==> config.mk <==
export PLATFORM = sky130hd
export DESIGN_NAME = lcd_timing_gen
export DESIGN_NICKNAME = d
export VERILOG_FILES = /design/src/rtl/lcd_timing_gen.sv
export SDC_FILE = /design/constraint.sdc
export NUM_CORES = 1
export LEC_CHECK = 0
export ABC_CLOCK_PERIOD_IN_PS = 3100
export BUFFER_PORTS_ARGS = -buffer_cell sky130_fd_sc_hd__buf_2
export CAP_MARGIN = 20
export CORE_ASPECT_RATIO = 1.75
export CORE_MARGIN = 2
export CORE_UTILIZATION = 51
export DETAILED_ROUTE_END_ITERATION = 16
export MAX_ROUTING_LAYER = met4
export PLACE_DENSITY = 0.8
export SLEW_MARGIN = 20
export SYNTH_ARGS = -nofsm -noshare
export SYNTH_HDL_FRONTEND = slang
export SYNTH_SLANG_ARGS = --single-unit
==> constraint.sdc <==
create_clock -name clkin -period 3.1 [get_ports clkin]
set_input_delay 0.155 -clock clkin [delete_from_list [all_inputs] [get_ports clkin]]
set_output_delay 0.155 -clock clkin [all_outputs]
set_load 0.05 [all_outputs]
==> src/rtl/lcd_timing_gen.sv <==
// Pixel-domain video timing generator for the parallel RGB LCD.
// Issues frame-buffer fetch requests and emits DE/HS/VS delayed to meet the returned pixel data.
module lcd_timing_gen #(
    parameter int   H_ACTIVE = 800,
    parameter int   H_FP     = 40,
    parameter int   H_SYNC   = 128,
    parameter int   H_BP     = 88,
    parameter int   V_ACTIVE = 480,
    parameter int   V_FP     = 13,
    parameter int   V_SYNC   = 3,
    parameter int   V_BP     = 32,
    parameter logic HS_POL   = 1'b0,
    parameter logic VS_POL   = 1'b0,
    parameter int   DATA_LAT = 2,
    parameter int   HW       = 11,
    parameter int   VW       = 10
) (
    input  logic          clkin,
    input  logic          resetn,
    input  logic          en,
    output logic          busy,
    output logic          req,
    output logic [HW-1:0] req_x,
    output logic [VW-1:0] req_y,
    output logic          frame_start,
    output logic          lcd_de,
    output logic          lcd_hs,
    output logic          lcd_vs
);

    localparam int H_TOTAL = H_ACTIVE + H_FP + H_SYNC + H_BP;
    localparam int V_TOTAL = V_ACTIVE + V_FP + V_SYNC + V_BP;

    if (H_TOTAL - 1 >= (1 << HW)) begin : g_bad_hw
        $error("lcd_timing_gen: H_TOTAL-1 does not fit in HW bits");
    end
    if (V_TOTAL - 1 >= (1 << VW)) begin : g_bad_vw
        $error("lcd_timing_gen: V_TOTAL-1 does not fit in VW bits");
    end
    if (DATA_LAT < 0 || DATA_LAT > 15) begin : g_bad_lat
        $error("lcd_timing_gen: DATA_LAT outside 0..15");
    end

    localparam logic [HW-1:0] H_LAST = HW'(H_TOTAL - 1);
    localparam logic [VW-1:0] V_LAST = VW'(V_TOTAL - 1);

    localparam logic [0:0] IDLE = 1'b0;
    localparam logic [0:0] RUN  = 1'b1;

    // Delay-line entry layout: {de, hs, vs}, sync levels already polarity-adjusted
    localparam logic [2:0] INACTIVE = {1'b0, ~HS_POL, ~VS_POL};

    logic [0:0]    state, state_n;
    logic [HW-1:0] hcnt, hcnt_n;
    logic [VW-1:0] vcnt, vcnt_n;
    logic          run_n, req_n, hs_n, vs_n;
    logic          hs_lvl, vs_lvl;
    logic [2:0]    pipe [0:DATA_LAT];

    // Request-stage outputs are computed from the next counter values so that
    // req/req_x/req_y line up with the clock in which the counters hold them.
    always_comb begin
        state_n = state;
        hcnt_n  = hcnt;
        vcnt_n  = vcnt;
        case (state)
            IDLE: begin
                hcnt_n = '0;
                vcnt_n = '0;
                if (en) state_n = RUN;
            end
            default: begin
                if (hcnt == H_LAST) begin
                    hcnt_n = '0;
                    if (vcnt == V_LAST) begin
                        vcnt_n = '0;
                        if (!en) state_n = IDLE;
                    end else begin
                        vcnt_n = vcnt + 1'b1;
                    end
                end else begin
                    hcnt_n = hcnt + 1'b1;
                end
            end
        endcase

        run_n  = (state_n == RUN);
        req_n  = run_n && (int'(hcnt_n) < H_ACTIVE) && (int'(vcnt_n) < V_ACTIVE);
        hs_n   = run_n && (int'(hcnt_n) >= H_ACTIVE + H_FP)
                       && (int'(hcnt_n) <  H_ACTIVE + H_FP + H_SYNC);
        vs_n   = run_n && (int'(vcnt_n) >= V_ACTIVE + V_FP)
                       && (int'(vcnt_n) <  V_ACTIVE + V_FP + V_SYNC);
        hs_lvl = hs_n ? HS_POL : ~HS_POL;
        vs_lvl = vs_n ? VS_POL : ~VS_POL;
    end

    always_ff @(posedge clkin) begin
        if (!resetn) begin
            state       <= IDLE;
            hcnt        <= '0;
            vcnt        <= '0;
            req_x       <= '0;
            req_y       <= '0;
            frame_start <= 1'b0;
            for (int i = 0; i <= DATA_LAT; i++) pipe[i] <= INACTIVE;
        end else begin
            state       <= state_n;
            hcnt        <= hcnt_n;
            vcnt        <= vcnt_n;
            frame_start <= req_n && (hcnt_n == '0) && (vcnt_n == '0);
            if (req_n) begin
                req_x <= hcnt_n;
                req_y <= vcnt_n;
            end
            pipe[0] <= {req_n, hs_lvl, vs_lvl};
            for (int i = 1; i <= DATA_LAT; i++) pipe[i] <= pipe[i-1];
        end
    end

    // Stage 0 is the request stage itself, so DATA_LAT=0 adds no extra register
    assign busy   = (state == RUN);
    assign req    = pipe[0][2];
    assign lcd_de = pipe[DATA_LAT][2];
    assign lcd_hs = pipe[DATA_LAT][1];
    assign lcd_vs = pipe[DATA_LAT][0];

endmodule

==> flow_summary_export.csv, run 1 <==
group,metric,value,unit
pwr,p_switching,294,uW
cells_and_area,drive_gt1_frac,0.217,
yosys,yosys-top-cells-area,"dfxtp_1, xnor2_1, nand2_1, mux2_4, and2_1",
status,status,"finished clean",
cells_and_area,n_antenna_cell,0,
timing,fin_crit,2.94,ns
yosys,synth_ff_type,"dfxtp_1",
clocking,cts_buffers,5,
worst_setup_path,crit_chain,"or4b_4 > or3_4 > nor3_2 > xnor2_1 > nor4_2 > a211o_1 > buf_12 > mux2_2",
drt,drc,0,
pwr,pwr-share-comb,0.064,
pwr,pwr-share-clk,0.344,
timing,slew_headroom,0.611,
yosys,syn_area,2390,um^2
clocking,clk_latency,0.31,ns
floorplan,core_area,4580,um^2
cells_and_area,layout_commonest_cell,"dfxtp_1",
floorplan,die_h,94.5,um
timing,rsz0062_at_grt,"no",
cells_and_area,layout_common_cells,"dfxtp_1, nand2_1, buf_2, nor2_1, xnor2_1",
drt,vias,1868,
timing,drv_slew,0,
grt,grt_overflow,0,
drt,wire_per_inst,15.6,um
place,dp.cells,334,
grt,grt_pass1_vias,1797,
yosys,synth_area_per_cell,9.36,um^2
yosys,synth_edf_count,0,
pwr,cell_internal_pwr,875,uW
worst_hold_path,worstHoldEndpoint,"busy$_SDFF_PN0_",
clocking,cts_resized,0,
pwr,ir_worst_vdd,0.297,mV
drt,routed_wirelength,5330,um
pwr,leakagePower,0.00117,uW
cells_and_area,final_util,0.585,
timing,max_freq,340,MHz
worst_setup_path,endpoint_kind,"flop",
yosys,ys_ff_latch,53,
grt,antenna_found_initial,0,
worst_setup_path,critical_path_class,"reg -> reg",
cells_and_area,finalInstanceArea,2680,um^2
floorplan,rows,33,
place,dpl.hpwl,4030,um
place,dpl-instance-area,2590,um^2
yosys,synth_top_area_share,0.444,
worst_setup_path,worstPathMaxFanout,23,
timing,setup_viol,0,
pwr,switching_share,0.252,
worst_hold_path,worstHoldPathCells,3,
yosys,ys_warn_count,0,
timing,tightest_slew,0.583,ns
worst_hold_path,hp-start,"en",
clocking,post_cts_buffers,0,
drt,vias_per_cell,5.46,
floorplan,initial_core_util,0.521,
timing,setup_tns,0,ns
pwr,seq_power_share,0.592,
clocking,clk_pin_slew,0.10,ns
yosys,synth_fp_nets,260,
worst_hold_path,min_path_type,"in -> reg",
drt,dr.pass1.iters,5,
yosys,synth_top_cell_by_area,"dfxtp_1",
place,portBuffers,29,
worst_setup_path,worstPathRequired,3.30,ns
grt,grt_use_total,0.220,
place,gp_congestion,0.929,
grt,grt_pass1_wl,8580,um
cells_and_area,stdcell_count,342,
worst_setup_path,r2r-start,"hcnt[7]$_SDFF_PN0_",
clocking,cts_tree,"built",
yosys,synthArstFlopShare,0,
yosys,netlist_instances,255,
worst_setup_path,critical_path_arrival,3.14,ns
drt,antenna_left,0,
worst_setup_path,regToRegEndpoint,"req_y[0]$_SDFFE_PN0P_",
grt,grt_max_degree,36,
worst_setup_path,reg2reg_slack,0.16,ns
worst_setup_path,critPathSlowestCell,"or4b_4",
floorplan,io_pins,30,
clocking,root_buffer,"clkbuf_8",
cells_and_area,fin_nets,294,
pwr,power_density,436,nW/um^2
timing,skew,0.00757,ns
worst_setup_path,reg2reg_depth,8,
clocking,ctsHoldBuffers,0,
clocking,htree_levels,2,
floorplan,die_area,5270,um^2
clocking,cts_sinks,53,
timing,fin_crit_sh,0.948,
worst_setup_path,max_stage_delay,0.56,ns
drt,drtIter0Drc,71,
yosys,ys_seq_area_frac,0.444,
timing,hold_viol_final,0,
worst_setup_path,startpoint_type,"flop",
job,maxCapViolations,0,
cells_and_area,syn_to_final_growth,12.3,%
floorplan,die_x,55.7,um
yosys,ys_types,41,
clocking,cts_buffer_depth,2,
## per-stage QoR
step                setup WS [ns]  power [uW]  hold WS [ns]
finish                      0.162        1170        0.0797
global route               0.0288        1210        0.0857
CTS                         0.183        1180        0.0725
detailed placement          0.199         783         0.385
global placement            0.220         783         0.387
floorplan                   0.115         770         0.276
## flip-flops by register name, summed over array words and instances, names as in the netlist
register / count
hcnt: 11
req_x: 11
req_y: 10
vcnt: 10
pipe: 9
busy: 1
frame_start: 1
## cells in the mapped netlist (4+ instances only)
library cell  instances
dfxtp_1              53
nand2_1              30
clkbuf_1              5
xnor2_1              17
nor2_1               24
inv_1                15
nand2b_1              5
and3_1                4
buf_6                 4
and2_1               15
nand3_1               9
nor4_1                7
o21ai_0               4
nand4_1               8
nor3_1                4
mux2_4                7
mux2i_1               9
## critical path: cells and delay by family, from the launching register on
| kind | cells | cell delay [ns] |
|---|---|---|
| compound gates | 1 | 0.18 |
| buf+inv | 1 | 0.19 |
| xor+xnor | 1 | 0.10 |
| mux | 1 | 0.35 |
| simple gates | 4 | 1.61 |
| flops | 1 | 0.36 |
## power by group through the flow
stage / registers (uW) / clock network (uW) / logic [uW]
finish: 692 / 403 / 74.5
global route: 694 / 441 / 80.1
global placement: 708 / 0 / 74.7
floorplan: 721 / 0 / 49.2
detailed placement: 708 / 0 / 75.2
CTS: 692 / 415 / 75.3
## cells by family (layout without fill, tap and decap cells)
family,after synthesis,after routing,share of synthesized area
AOI/OAI and AO/OA,19,19,0.0529
adders and majority gates,2,2,0.0105
and+or+nand+nor,117,117,0.264
DFF,53,53,0.444
xor gates and xnor gates,20,20,0.0734
muxes,19,19,0.0959
buffers and inverters,25,60,0.0587
## worst max-delay path by stage
stage                  startpoint                     to  slack, ns  cells after the start
2_1_floorplan  hcnt[5]$_SDFF_PN0_  req_x[0]$_SDFFE_PN0P_       0.12                     11
3_5_place_dp   hcnt[7]$_SDFF_PN0_  req_x[2]$_SDFFE_PN0P_       0.20                      8
4_1_cts        hcnt[7]$_SDFF_PN0_  req_x[7]$_SDFFE_PN0P_       0.18                      8
6_report       hcnt[7]$_SDFF_PN0_  req_y[0]$_SDFFE_PN0P_       0.16                      8
3_3_place_gp   hcnt[7]$_SDFF_PN0_  req_y[4]$_SDFFE_PN0P_       0.22                      8
5_1_grt        hcnt[7]$_SDFF_PN0_  req_y[0]$_SDFFE_PN0P_       0.03                      8
## final cells by class
type / count / area, um^2
Fill cell: 413 / 1900
Clock inverter: 3 / 25.0
Multi-Input combinational cell: 177 / 1190
Clock buffer: 5 / 68.8
Tap cell: 52 / 65.1
Sequential cell: 53 / 1060
Timing Repair Buffer: 37 / 218
Inverter: 15 / 56.3
## routing by layer
metal / up-vias / share of wire / track usage / wire (um)
met5: - / 0 / - / 0
met3: 14 / 0.024 / 0.0288 / 128
li1: 929 / - / - / -
met4: 0 / 0.035 / 0.112 / 189
met2: 36 / 0.57 / 0.418 / 3050
met1: 889 / 0.37 / 0.215 / 1960
Note: power is estimated with default switching activity, not from simulation.
==> run 2, diff against run 1 <==
ABC_AREA = 1   (was unset)
CORE_UTILIZATION = 52   (was 51)
PLACE_DENSITY = 0.81   (was 0.8)
==> run 2 against run 1 <==
Against the previous run: the flow now finishes with violations (DRC); cell area grew 11%; non-clock buffer count shrank 5; clock skew rose by 0.00093 ns; worst hold slack improved by 0.12 ns; synthesized area rose by 14%; maximum frequency increased by 19%; routed wire length grew 18%; worst setup slack better by 0.46 ns.
==> flow_summary_export.csv, run 2 <==
group,metric,value,unit
timing,fin_crit,2.48,ns
worst_hold_path,hp-start,"en",
timing,rsz0062_at_grt,"no",
timing,drv_slew,0,
pwr,ir_worst_vdd,0.285,mV
place,dpl.hpwl,4830,um
worst_setup_path,worstSetupStartpoint,"hcnt[0]$_SDFF_PN0_",
grt,antenna_found_initial,0,
clocking,cts_resized,0,
worst_setup_path,critical_path_arrival,2.73,ns
clocking,htree_levels,2,
worst_setup_path,worstPathRequired,3.35,ns
cells_and_area,fillCellCount,482,
drt,drtIter0Drc,97,
timing,tightest_slew,0.760,ns
pwr,seq_power_share,0.563,
cells_and_area,multiInputGateArea,1320,um^2
pwr,finalPower,1260,uW
pwr,leakagePower,0.00164,uW
yosys,ys_ff_latch,53,
place,gp_congestion,0.992,
yosys,yosysMostFrequentCell,"nand2_1",
clocking,cts_tree,"built",
place,portBuffers,29,
floorplan,initial_core_util,0.543,
floorplan,die_area,5860,um^2
cells_and_area,layout_commonest_cell,"nand2_1",
clocking,ctsHoldBuffers,0,
floorplan,die_x,58.8,um
yosys,synth_top_area_share,0.389,
grt,grt_use_total,0.237,
timing,slew_headroom,0.493,
cells_and_area,drive_gt1_frac,0.182,
worst_setup_path,worstPathMaxFanout,19,
yosys,synth_area_per_cell,6.72,um^2
worst_setup_path,cp.depth,12,
drt,routed_wirelength,6280,um
yosys,netlist_instances,406,
pwr,pwr-share-clk,0.317,
yosys,ys_seq_area_frac,0.389,
floorplan,rows,34,
grt,grt_max_degree,27,
timing,max_freq,404,MHz
cells_and_area,layout_common_cells,"nand2_1, inv_1, nor2_1, dfxtp_1, buf_2",
pwr,p_switching,362,uW
yosys,ys_top_cells_by_count,"nand2_1, inv_1, nor2_1, dfxtp_1, nand3_1",
floorplan,io_pins,30,
timing,fin_crit_sh,0.799,
cells_and_area,fin_nets,438,
drt,wire_per_inst,12.9,um
yosys,synth_top_cell_by_area,"dfxtp_1",
timing,setup_tns,0,ns
cells_and_area,largestRegisters,"hcnt (11), req_x (11)",
worst_setup_path,critPathSlowestCell,"o21ai_2",
yosys,synth_fp_nets,411,
timing,skew,0.00851,ns
clocking,root_buffer,"clkbuf_8",
clocking,cts_buffer_depth,2,
pwr,cell_internal_pwr,895,uW
worst_setup_path,cp_top_family,"simple AND/OR/NAND/NOR gates",
yosys,yosys-top-cells-area,"dfxtp_1, nand2_1, inv_1, nor2_1, nand4_1",
pwr,switching_share,0.288,
clocking,clk_pin_slew,0.10,ns
worst_setup_path,reg2reg_slack,0.62,ns
worst_setup_path,startpoint_type,"flop",
worst_setup_path,path_buf_inv,1,
cells_and_area,n_antenna_cell,0,
drt,drc,2,
drt,vias_per_cell,5.23,
floorplan,die_h,99.8,um
drt,antenna_left,0,
grt,grt_pass1_wl,10600,um
worst_setup_path,max_stage_delay,0.43,ns
clocking,cts_sinks,53,
drt,dr.pass1.iters,11,
floorplan,core_area,5020,um^2
worst_setup_path,crit_chain,"ha_1 > nand4_4 > nor2_8 > nor2_4 > nand3_2 > nand2_2 > o21ai_2 > nand3_2 > buf_4 > nand2_1 > nand2_1 > nor2_1",
drt,vias,2554,
worst_setup_path,endpoint_kind,"flop",
grt,grt_pass1_vias,2457,
yosys,synth_ff_type,"dfxtp_1",
worst_setup_path,crit_end,"req_y[2]$_SDFFE_PN0P_",
worst_setup_path,critical_path_class,"reg -> reg",
job,maxCapViolations,0,
pwr,power_density,421,nW/um^2
timing,setup_viol,0,
clocking,cts_buffers,5,
yosys,synthArstFlopShare,0,
status,violations,"DRC",
worst_hold_path,min_path_type,"in -> reg",
clocking,post_cts_buffers,0,
worst_setup_path,regToRegEndpoint,"req_y[2]$_SDFFE_PN0P_",
grt,grt_overflow,0,
yosys,synth_edf_count,0,
timing,hold_viol_final,0,
worst_setup_path,r2r-start,"hcnt[0]$_SDFF_PN0_",
status,status,"finished with violations",
worst_setup_path,reg2reg_depth,12,
yosys,syn_area,2730,um^2
yosys,ys_warn_count,0,
pwr,pwr-share-comb,0.120,
cells_and_area,ff_latch_area,1060,um^2
clocking,clk_latency,0.31,ns
cells_and_area,syn_to_final_growth,9.45,%
yosys,ys_types,36,
-- run 2: area by class of cell --
type | count | share of cell area
clock buffer | 5 | 0.0231
clock inverter | 3 | 0.00754
inverter | 74 | 0.0930
multi-input combinational | 267 | 0.442
sequential | 53 | 0.355
tap | 54 | 0.0226
timing repair buffer | 32 | 0.0562
-- run 2: kinds of logic (layout without fill, tap and decap cells) --
logic type               Yosys count  after routing  share of synthesized area
AND/OR/NAND/NOR                  250            250                      0.437
buffers and inverters             86            114                      0.127
flip-flops                        53             53                      0.389
AO/OA/AOI/OAI                     12             12                     0.0280
XOR/XNOR                           3              3                    0.00963
adder cells (fa/ha/maj)            2              2                    0.00917
-- run 2: worst min-delay path, cell delays in order --
cell and delay, ns:
buf_2 0.09, nand3b_1 0.13, nand2_1 0.05, inv_1 0.06
-- run 2: worst min-delay path by stage --
stage                                        to  slack (ns)  cells after the start
after floorplan                 busy$_SDFF_PN0_        0.37                      3
after global placement    pipe[0][8]$_SDFF_PN0_        0.40                      2
after detailed placement  pipe[0][3]$_SDFF_PN1_        0.40                      1
after CTS                       busy$_SDFF_PN0_        0.20                      4
after global routing            busy$_SDFF_PN0_        0.22                      4
final                           busy$_SDFF_PN0_        0.20                      4
-- run 2: routing by layer --
| metal | GRT usage | up-vias | routed length, um |
|---|---|---|---|
| met5 | - | - | 0 |
| met4 | 0.131 | 0 | 213 |
| met3 | 0.0374 | 21 | 244 |
| met2 | 0.423 | 68 | 3480 |
| met1 | 0.235 | 1167 | 2340 |
| li1 | - | 1298 | - |
-- run 2: power by group through the flow --
| stage | sequential [uW] | combinational (uW) | clock, uW |
|---|---|---|---|
| after floorplan | 772 | 71.3 | 0 |
| after global placement | 722 | 148 | 0 |
| final | 707 | 151 | 398 |
| after global routing | 709 | 165 | 435 |
| after CTS | 707 | 152 | 401 |
| after detailed placement | 723 | 151 | 0 |
-- run 2: metrics by stage --
stage / util / area [um^2] / cells / setup WS [ns] / hold slack (ns)
2_1_floorplan: - / 2730 / 406 / 1.08 / 0.375
3_3_place_gp: 0.577 / 2890 / 480 / 0.766 / 0.395
3_5_place_dp: 0.577 / 2890 / 480 / 0.631 / 0.400
4_1_cts: 0.595 / 2990 / 488 / 0.611 / 0.200
5_1_grt: 0.595 / 2990 / 488 / 0.348 / 0.223
6_report: 0.595 / 2990 / 488 / 0.624 / 0.195
